$ cat src/rtl/mem_responder_if.sv
// Request/response bus between a memory controller (master) and mem_responder (slave).
interface mem_responder_if;
  logic        req;
  logic        we;
  logic [31:0] addr;
  logic [31:0] wdata;
  logic [3:0]  wstrb;
  logic [31:0] rdata;
  logic        ready;
  logic        err;
  logic        busy;

  modport master (
    output req, we, addr, wdata, wstrb,
    input  rdata, ready, err, busy
  );

  modport slave (
    input  req, we, addr, wdata, wstrb,
    output rdata, ready, err, busy
  );
endinterface

$ cat src/rtl/mem_responder.sv
// Word-addressed memory responder: accepts one request, waits LATENCY cycles,
// then answers with a one-cycle ready pulse carrying read data or an error.
module mem_responder #(
  parameter int DEPTH_WORDS = 64,
  parameter int LATENCY     = 2
) (
  input  logic           clk,
  input  logic           rst,
  mem_responder_if.slave bus
);

  localparam int          IDX_W      = $clog2(DEPTH_WORDS);
  localparam logic [31:0] ADDR_LIMIT = 32'(4 * DEPTH_WORDS);
  localparam logic [2:0]  CNT_INIT   = (LATENCY > 0) ? 3'(LATENCY - 1) : 3'd0;

  typedef enum logic [1:0] {
    IDLE,
    WAIT,
    RESP
  } state_t;

  state_t      state;
  state_t      next_state;
  logic [2:0]  cnt;
  logic [2:0]  next_cnt;

  logic        cap_we;
  logic [31:0] cap_addr;
  logic [31:0] cap_wdata;
  logic [3:0]  cap_wstrb;

  logic             cap_bad;
  logic [IDX_W-1:0] idx;
  logic             in_resp;
  logic             commit;

  logic [31:0] mem [DEPTH_WORDS];

  always_ff @(posedge clk or negedge rst) begin
    if (!rst) begin
      state <= IDLE;
      cnt   <= '0;
    end else begin
      state <= next_state;
      cnt   <= next_cnt;
    end
  end

  // The request is latched once on accept so later bus activity cannot disturb it.
  always_ff @(posedge clk or negedge rst) begin
    if (!rst) begin
      cap_we    <= 1'b0;
      cap_addr  <= '0;
      cap_wdata <= '0;
      cap_wstrb <= '0;
    end else if (state == IDLE && bus.req) begin
      cap_we    <= bus.we;
      cap_addr  <= bus.addr;
      cap_wdata <= bus.wdata;
      cap_wstrb <= bus.wstrb;
    end
  end

  always_comb begin
    next_state = state;
    next_cnt   = cnt;
    case (state)
      IDLE: begin
        if (bus.req) begin
          next_cnt   = CNT_INIT;
          next_state = (LATENCY > 0) ? WAIT : RESP;
        end
      end
      WAIT: begin
        if (cnt == 3'd0) begin
          next_state = RESP;
        end else begin
          next_cnt = cnt - 3'd1;
        end
      end
      RESP: begin
        next_state = IDLE;
      end
      default: begin
        next_state = IDLE;
      end
    endcase
  end

  always_comb begin
    cap_bad = (cap_addr[1:0] != 2'b00) || (cap_addr >= ADDR_LIMIT);
    idx     = cap_addr[IDX_W+1:2];
    in_resp = (state == RESP);
    commit  = in_resp && cap_we && !cap_bad;
  end

  // Response outputs are decoded from state so that reset clears them immediately.
  always_comb begin
    bus.ready = in_resp;
    bus.busy  = (state != IDLE);
    bus.err   = in_resp && cap_bad;
    bus.rdata = '0;
    if (in_resp && !cap_we && !cap_bad) begin
      bus.rdata = mem[idx];
    end
  end

  // Storage is deliberately left without reset; a reset during the response
  // cycle forces state to IDLE first, so an aborted write never lands.
  always_ff @(posedge clk) begin
    if (commit) begin
      for (int i = 0; i < 4; i++) begin
        if (cap_wstrb[i]) begin
          mem[idx][8*i +: 8] <= cap_wdata[8*i +: 8];
        end
      end
    end
  end

endmodule
$ cat src/flat_wrapper.sv
// flat-port wrapper written by rule: the top's interface ports become plain ports
module mem_responder_flat 
#(
  parameter int DEPTH_WORDS = 64,
  parameter int LATENCY     = 2
)
  (clk, rst, bus_req, bus_we, bus_addr, bus_wdata, bus_wstrb, bus_rdata, bus_ready, bus_err, bus_busy);
  mem_responder_if bus_i ();
  input  logic clk;
  input  logic rst;
  input wire logic [$bits(bus_i.req)-1:0] bus_req;
  input wire logic [$bits(bus_i.we)-1:0] bus_we;
  input wire logic [$bits(bus_i.addr)-1:0] bus_addr;
  input wire logic [$bits(bus_i.wdata)-1:0] bus_wdata;
  input wire logic [$bits(bus_i.wstrb)-1:0] bus_wstrb;
  output wire logic [$bits(bus_i.rdata)-1:0] bus_rdata;
  output wire logic [$bits(bus_i.ready)-1:0] bus_ready;
  output wire logic [$bits(bus_i.err)-1:0] bus_err;
  output wire logic [$bits(bus_i.busy)-1:0] bus_busy;
  assign bus_i.req = bus_req;
  assign bus_i.we = bus_we;
  assign bus_i.addr = bus_addr;
  assign bus_i.wdata = bus_wdata;
  assign bus_i.wstrb = bus_wstrb;
  assign bus_rdata = bus_i.rdata;
  assign bus_ready = bus_i.ready;
  assign bus_err = bus_i.err;
  assign bus_busy = bus_i.busy;
  mem_responder #(.DEPTH_WORDS(DEPTH_WORDS), .LATENCY(LATENCY)) u_core (.clk(clk), .rst(rst), .bus(bus_i));
endmodule
$ cat config.mk
export PLATFORM = sky130hd
export DESIGN_NAME = mem_responder_flat
export DESIGN_NICKNAME = d
export VERILOG_FILES = /design/src/rtl/mem_responder_if.sv /design/src/rtl/mem_responder.sv /design/src/flat_wrapper.sv
export SDC_FILE = /design/constraint.sdc
export NUM_CORES = 2
export LEC_CHECK = 0
export CAP_MARGIN = 0
export CORE_MARGIN = 2
export CORE_UTILIZATION = 45
export CTS_BUF_LIST = sky130_fd_sc_hd__clkbuf_8
export DETAILED_ROUTE_END_ITERATION = 10
export PLACE_DENSITY_LB_ADDON = 0.08
export SETUP_SLACK_MARGIN = 0.2
export SYNTH_ARGS = -nofsm -noshare
export SYNTH_HDL_FRONTEND = slang
export SYNTH_SLANG_ARGS = --single-unit
$ cat constraint.sdc
create_clock -name clk -period 6.2 [get_ports clk]
set_input_delay 0.62 -clock clk [delete_from_list [all_inputs] [get_ports clk]]
set_output_delay 0.62 -clock clk [all_outputs]
set_load 0.01 [all_outputs]
### Word-level counts from Yosys, hierarchy flattened

Memory sizes are Yosys's and may differ from the RTL's.
Index checks and enable logic that the tools add are counted.

| storage, ports and cells | value |
|---|---|
| memories kept | 1 |
| output and inout bits | 35 |
| bits in writable memories | 2048 |
| bits in registers | 74 |
| bits of input ports | 72 |

Memory list:

| memory | words | bits a word | read ports | clocked after Yosys merged registers in | wr ports | RTL line | RTL |
|---|---|---|---|---|---|---|---|
| u_core.mem | 64 | 32 | 1 | 0 | 1 | mem_responder.sv:37 | `logic [31:0] mem [DEPTH_WORDS];` |

| operators by class | value |
|---|---|
| muxes and demuxes | 19 |
| $add $sub $neg | 1 |
| equal/unequal tests | 5 |
| reductions and logical operators | 16 |
| order comparisons | 1 |

Operators with widths:

| operator | count |
|---|---|
| $ge 32x9->1 const B | 1 |
| $mux 32 | 1 |
| $mux 1 | 12 |
| $logic_and 1x1->1 | 6 |
| $mux 3 | 2 |
| $pmux 3 s2 | 1 |
| $reduce_bool 2->1 | 3 |
| $mux 2 | 2 |
| $ne 2x2->1 const B | 2 |
| $pmux 2 s2 | 1 |
| $logic_not 3->1 | 1 |
| $reduce_and 3->1 | 1 |
| $sub 3x1->3 const B | 1 |
| $eq 2x1->1 const B | 1 |
| $eq 2x2->1 const B | 1 |
| $logic_not 1->1 | 2 |
| $logic_not 2->1 | 1 |
| $ne 2x1->1 const B | 1 |
| $reduce_and 2->1 | 1 |
| $logic_or 1x1->1 | 1 |

### Longest topological paths before layout

| depth | value |
|---|---|
| depth after elaboration | 6 |
| depth in mapped cells | 12 |

### Least setup slack after synthesis

OpenSTA, ideal clock, no wires.

| path | value |
|---|---|
| path kind | reg-to-output |
| from | reg u_core.cap_addr[1] |
| to | out bus_rdata[0] |
| data required time | 5.580 ns |
| arrival | 2.141 ns |
| cell stages (with the launch flop) | 8 |
| path slack | 3.439 ns |
| path through | dfrtp_1 -> nor4_2 -> nand4_1 -> nor3_2 -> nand2b_1 -> buf_6 -> or4_1 -> nor4_1 |

| between the ends | value |
|---|---|
| longest elaborated chain between the ends | 5 |
| elaborated cells between the ends (all ways) | 6 |
| classes of those cells | order compare (1); mux (1); reduce/logical (4) |

RTL lines:

| item | RTL line | RTL |
|---|---|---|
| start: declaration | mem_responder.sv:28 | `logic [31:0] cap_addr;` |
| start signal: assignment | mem_responder.sv:58 | `cap_addr <= bus.addr;` |
| $ge 32x9->1 or $reduce_bool 2->1 (tied branches) | mem_responder.sv:91 | `cap_bad = (cap_addr[1:0] != 2'b00) \|\| (cap_addr >= ADDR_LIMIT);` |
| $logic_or 1x1->1 (*) | mem_responder.sv:91 |  |
| $logic_not 1->1 (*) | mem_responder.sv:103 | `if (in_resp && !cap_we && !cap_bad) begin` |
| $logic_and 1x1->1 (*) | mem_responder.sv:103 |  |
| $mux 32 (*) | mem_responder.sv:103 |  |
| end: declaration | flat_wrapper.sv:16 | `output wire logic [$bits(bus_i.rdata)-1:0] bus_rdata;` |

Mark *: on every way between the ends. The rest lies on a longest branch, timed or not.

### Worst setup path in the final report

| path | value |
|---|---|
| from | reg u_core.cap_addr[4] |
| to | out bus_rdata[15] |

| between the ends | value |
|---|---|
| longest elaborated chain between the ends | 5 |
| elaborated cells between the ends (all ways) | 6 |
| classes of those cells | order compare (1); mux (1); reduce/logical (3); memory (1) |

RTL lines:

| item | RTL line |
|---|---|
| $ge 32x9->1 | mem_responder.sv:91 |
| $logic_or 1x1->1 | mem_responder.sv:91 |
| $logic_not 1->1 | mem_responder.sv:103 |
| $logic_and 1x1->1 | mem_responder.sv:103 |
| $mux 32 (*) | mem_responder.sv:103 |

Marked as above.

==> flow_summary.ini <==
[outcome]
outcome = finished, violations left
violations = max-capacitance violations, max-slew violations

[synthesis]
synth_edf_count = 2048
ys_ff_latch = 2122
synth_warnings = 0
synth_area_leaders = edfxtp_1 74%, mux4_2 3.9%, mux2_2 2.8%, o22ai_1 2.3%, dfrtp_1 2.2%
synth_top_area_cell = edfxtp_1
ys_dominant_reg_cell = edfxtp_1
synth_cell_types = 79
netlist_area_mm2 = 0.0828
synth_seq_area_share_pct = 76.5
yosys.area.top_type_share_pct = 74.2
async_flop_share_pct = 3.49
syn_nets = 4744
synth_cells = 4670
syn_avg_cell_area_um2 = 17.7

[grt]
antenna_found_initial = 16
grt_pass1_vias = 47000
grt_start_max_net_pins = 117
gr-usage-all-layers_pct = 29.6
grt-ovfl-total = 0
grt_pass1_wl_um = 383000

[routing]
wl_per_cell_um = 36.2
drcViolationCount = 0
drt_iter0_drc = 6818
finalWirelength_um = 280000
via_per_inst = 6.30
dr.pass1.iters = 6
num_vias = 48700
ant_nets = 0

[clocking]
cts_tree = done
cts.clk_slew.worst_paths_ns = 0.06
cts_root_buf = clkbuf_8
cts_max_path_buffers = 4
clk_latency_ns = 1.09
htreeDepth = 5
cts_sinks = 2122
cts_buffers = 362
cts_setup_buffers = 0

[sta]
worst_pin_slew_ns = 1.50
relSlewSlack_pct = -0.303
slew_violations = 1
timing.final.crit_share_pct = 98.9
tns_ns = 0
period_minus_slack_ns = 6.13
fmax_mhz = 163
fin_skew_ns = 0.0639
hold_violations = 0
fin_ws_ns = 0.0698
rsz0062_at_grt = false
setup-violations-final = 0

[placement]
place.gp.congestion = 0.901
numPortBuffers = 106
post-place-ws_ns = 1.28
dp_hpwl_um = 172000

[die]
die_h_um = 433
io_pins = 107
placementRows = 157
die-area_mm2 = 0.188
core_mm2 = 0.183
die_width_um = 433
initial_core_util_pct = 45.2

[worst_setup_path]
endpoint_kind = output pin
crit_fanout = 29
arrival_ns = 5.51
worst-setup-path-type = reg -> out
required_ns = 5.58
cp-start-kind = flip-flop

[flow_run]
max_cap_violations = 3

[hold_path]
hold_path_class = in -> async

[power]
leakagePower_uw = 0.0295
ir_drop_v = 0.000584
power.density_mw_per_mm2 = 476

[final_layout]
areaGrowthSynthToFinish_pct = 12.4
fillCellCount = 15400
drive_above_1_share_pct = 20.0
final_nets = 5068
## cell usage in the layout (no fill, tap or decap), types with 15 or more instances in the layout
master,n
mux2i_1,172
o22ai_1,307
nand2_1,185
nor2_1,397
a21oi_1,117
inv_1,134
clkinv_1,78
a2bb2oi_1,34
clkinv_2,38
a22oi_1,47
dfrtp_1,39
edfxtp_1,2048
buf_12,18
mux4_2,142
mux4_1,17
nor4_1,15
clkbuf_8,373
o21ai_0,125
buf_4,162
clkdlybuf4s50_1,105
a211oi_1,34
dfrtp_2,32
o221ai_1,156
a221oi_1,44
mux2_2,208
## worst max-delay path, cell delays in order, from the launching register on
cell and delay (ns):
dfrtp_4 0.84, buf_4 0.40, nand2_2 0.57, o221ai_1 0.97, o2111ai_1 0.60, and4_1 0.48
clkdlybuf4s50_1 0.50
## power breakdown
part | internal, µW | switching [µW]
Combinational | 4020 | 10100
Clock | 5800 | 5650
Sequential | 18100 | 684
## cell usage after synthesis (5+ instances only)
cell	number
edfxtp_1	2048
nor2_1	402
o22ai_1	307
mux2_2	208
nand2_1	189
mux2i_1	172
o221ai_1	156
mux4_2	142
o21ai_0	125
a21oi_1	117
buf_2	102
clkbuf_1	98
dfrtp_1	74
buf_4	53
buf_6	49
a22oi_1	47
a221oi_1	44
a211oi_1	34
a2bb2oi_1	34
nor4_1	20
mux4_1	17
buf_1	13
nor2b_1	13
nand2b_1	12
nand3_1	11
a31oi_1	10
nor3_1	10
or2_2	9
a221o_1	8
and3_1	8
inv_1	8
o211ai_1	8
o22a_1	8
a311o_1	7
a222oi_1	6
o2111a_1	6
a2111oi_0	5
a22o_1	5
and4_1	5
buf_12	5
## what timing repair did
item | 4_1_cts | 5_1_grt
endpoints found under the hold margin | 35 | 0
hold buffers | 1 | 0
gates resized for setup | 2 | 2
cloned | 0 | 1
endpoints found under the setup margin | 2 | 3
## worst paths after layout
path / startpoint / to / slack [ns] / cells after the start
worst max-delay path: u_core.cap_addr[4] / bus_rdata[15] / 0.07 / 6
worst min-delay path: rst / u_core.cap_addr[18] / 0.15 / 2
worst max register to register: u_core.cap_addr[4] / u_core.mem[14][14] / 1.53 / 5
worst min register to register: u_core.cap_wdata[6] / u_core.mem[53][6] / 0.49 / 0
max in group asynchronous: rst / u_core.cap_addr[3] / 4.72 / 3
min in group clk: bus_wdata[9] / u_core.cap_wdata[9] / 0.16 / 2
## kinds of logic (layout without fill, tap and decap cells)
| group | count (synthesis) | count (layout) | synth area share, % |
|---|---|---|---|
| compound gates | 957 | 957 | 7.99 |
| fa+ha+maj | 2 | 2 | 0.0302 |
| buf+inv | 338 | 928 | 2.55 |
| flops | 2122 | 2122 | 76.5 |
| mux | 539 | 539 | 9.31 |
| other cells | 0 | 10 | 0 |
| simple gates | 712 | 713 | 3.64 |
## metal layers
| metal | vias up | GRT usage (%) | share of wire [%] |
|---|---|---|---|
| met3 | 592 | 7.14 | 9.4 |
| met5 | - | 0 | 0.051 |
| met2 | 2810 | 43.8 | 44 |
| li1 | 19700 | - | - |
| met1 | 25600 | 41.7 | 41 |
| met4 | 16 | 13.4 | 4.9 |
## state kept, by name, indices dropped and copies added, names as in the netlist
name              flops
u_core.cap_we         1
u_core.state          2
u_core.cnt            3
u_core.cap_addr      32
u_core.mem         2048
u_core.cap_wstrb      4
u_core.cap_wdata     32
## final cells by class
type                       count  area [µm²]  share of cell area, %
clock buffer                 373        5130                   5.51
multi-input combinational   2211       17500                   18.8
timing repair buffer         288        2670                   2.87
tap                         2464        3080                   3.31
sequential                  2122       63400                   68.1
antenna                       10        25.0                 0.0269
clock inverter               258        1200                   1.29
inverter                       9        43.8                 0.0470
## through the flow
step           total power (µW)  util, %  std cells  cell area (µm²)  hold WS (ns)
2_1_floorplan             26800        -       4670            82800         0.324
3_3_place_gp              32900     47.3       7089            86600         0.474
3_5_place_dp              32900     47.4       7092            86700         0.480
4_1_cts                   44200     50.8       7724            93100        0.0725
5_1_grt                   45600     50.8       7726            93100         0.120
6_report                  44400     50.9       7735            93100         0.148
Power figures use the tool's default switching activity.
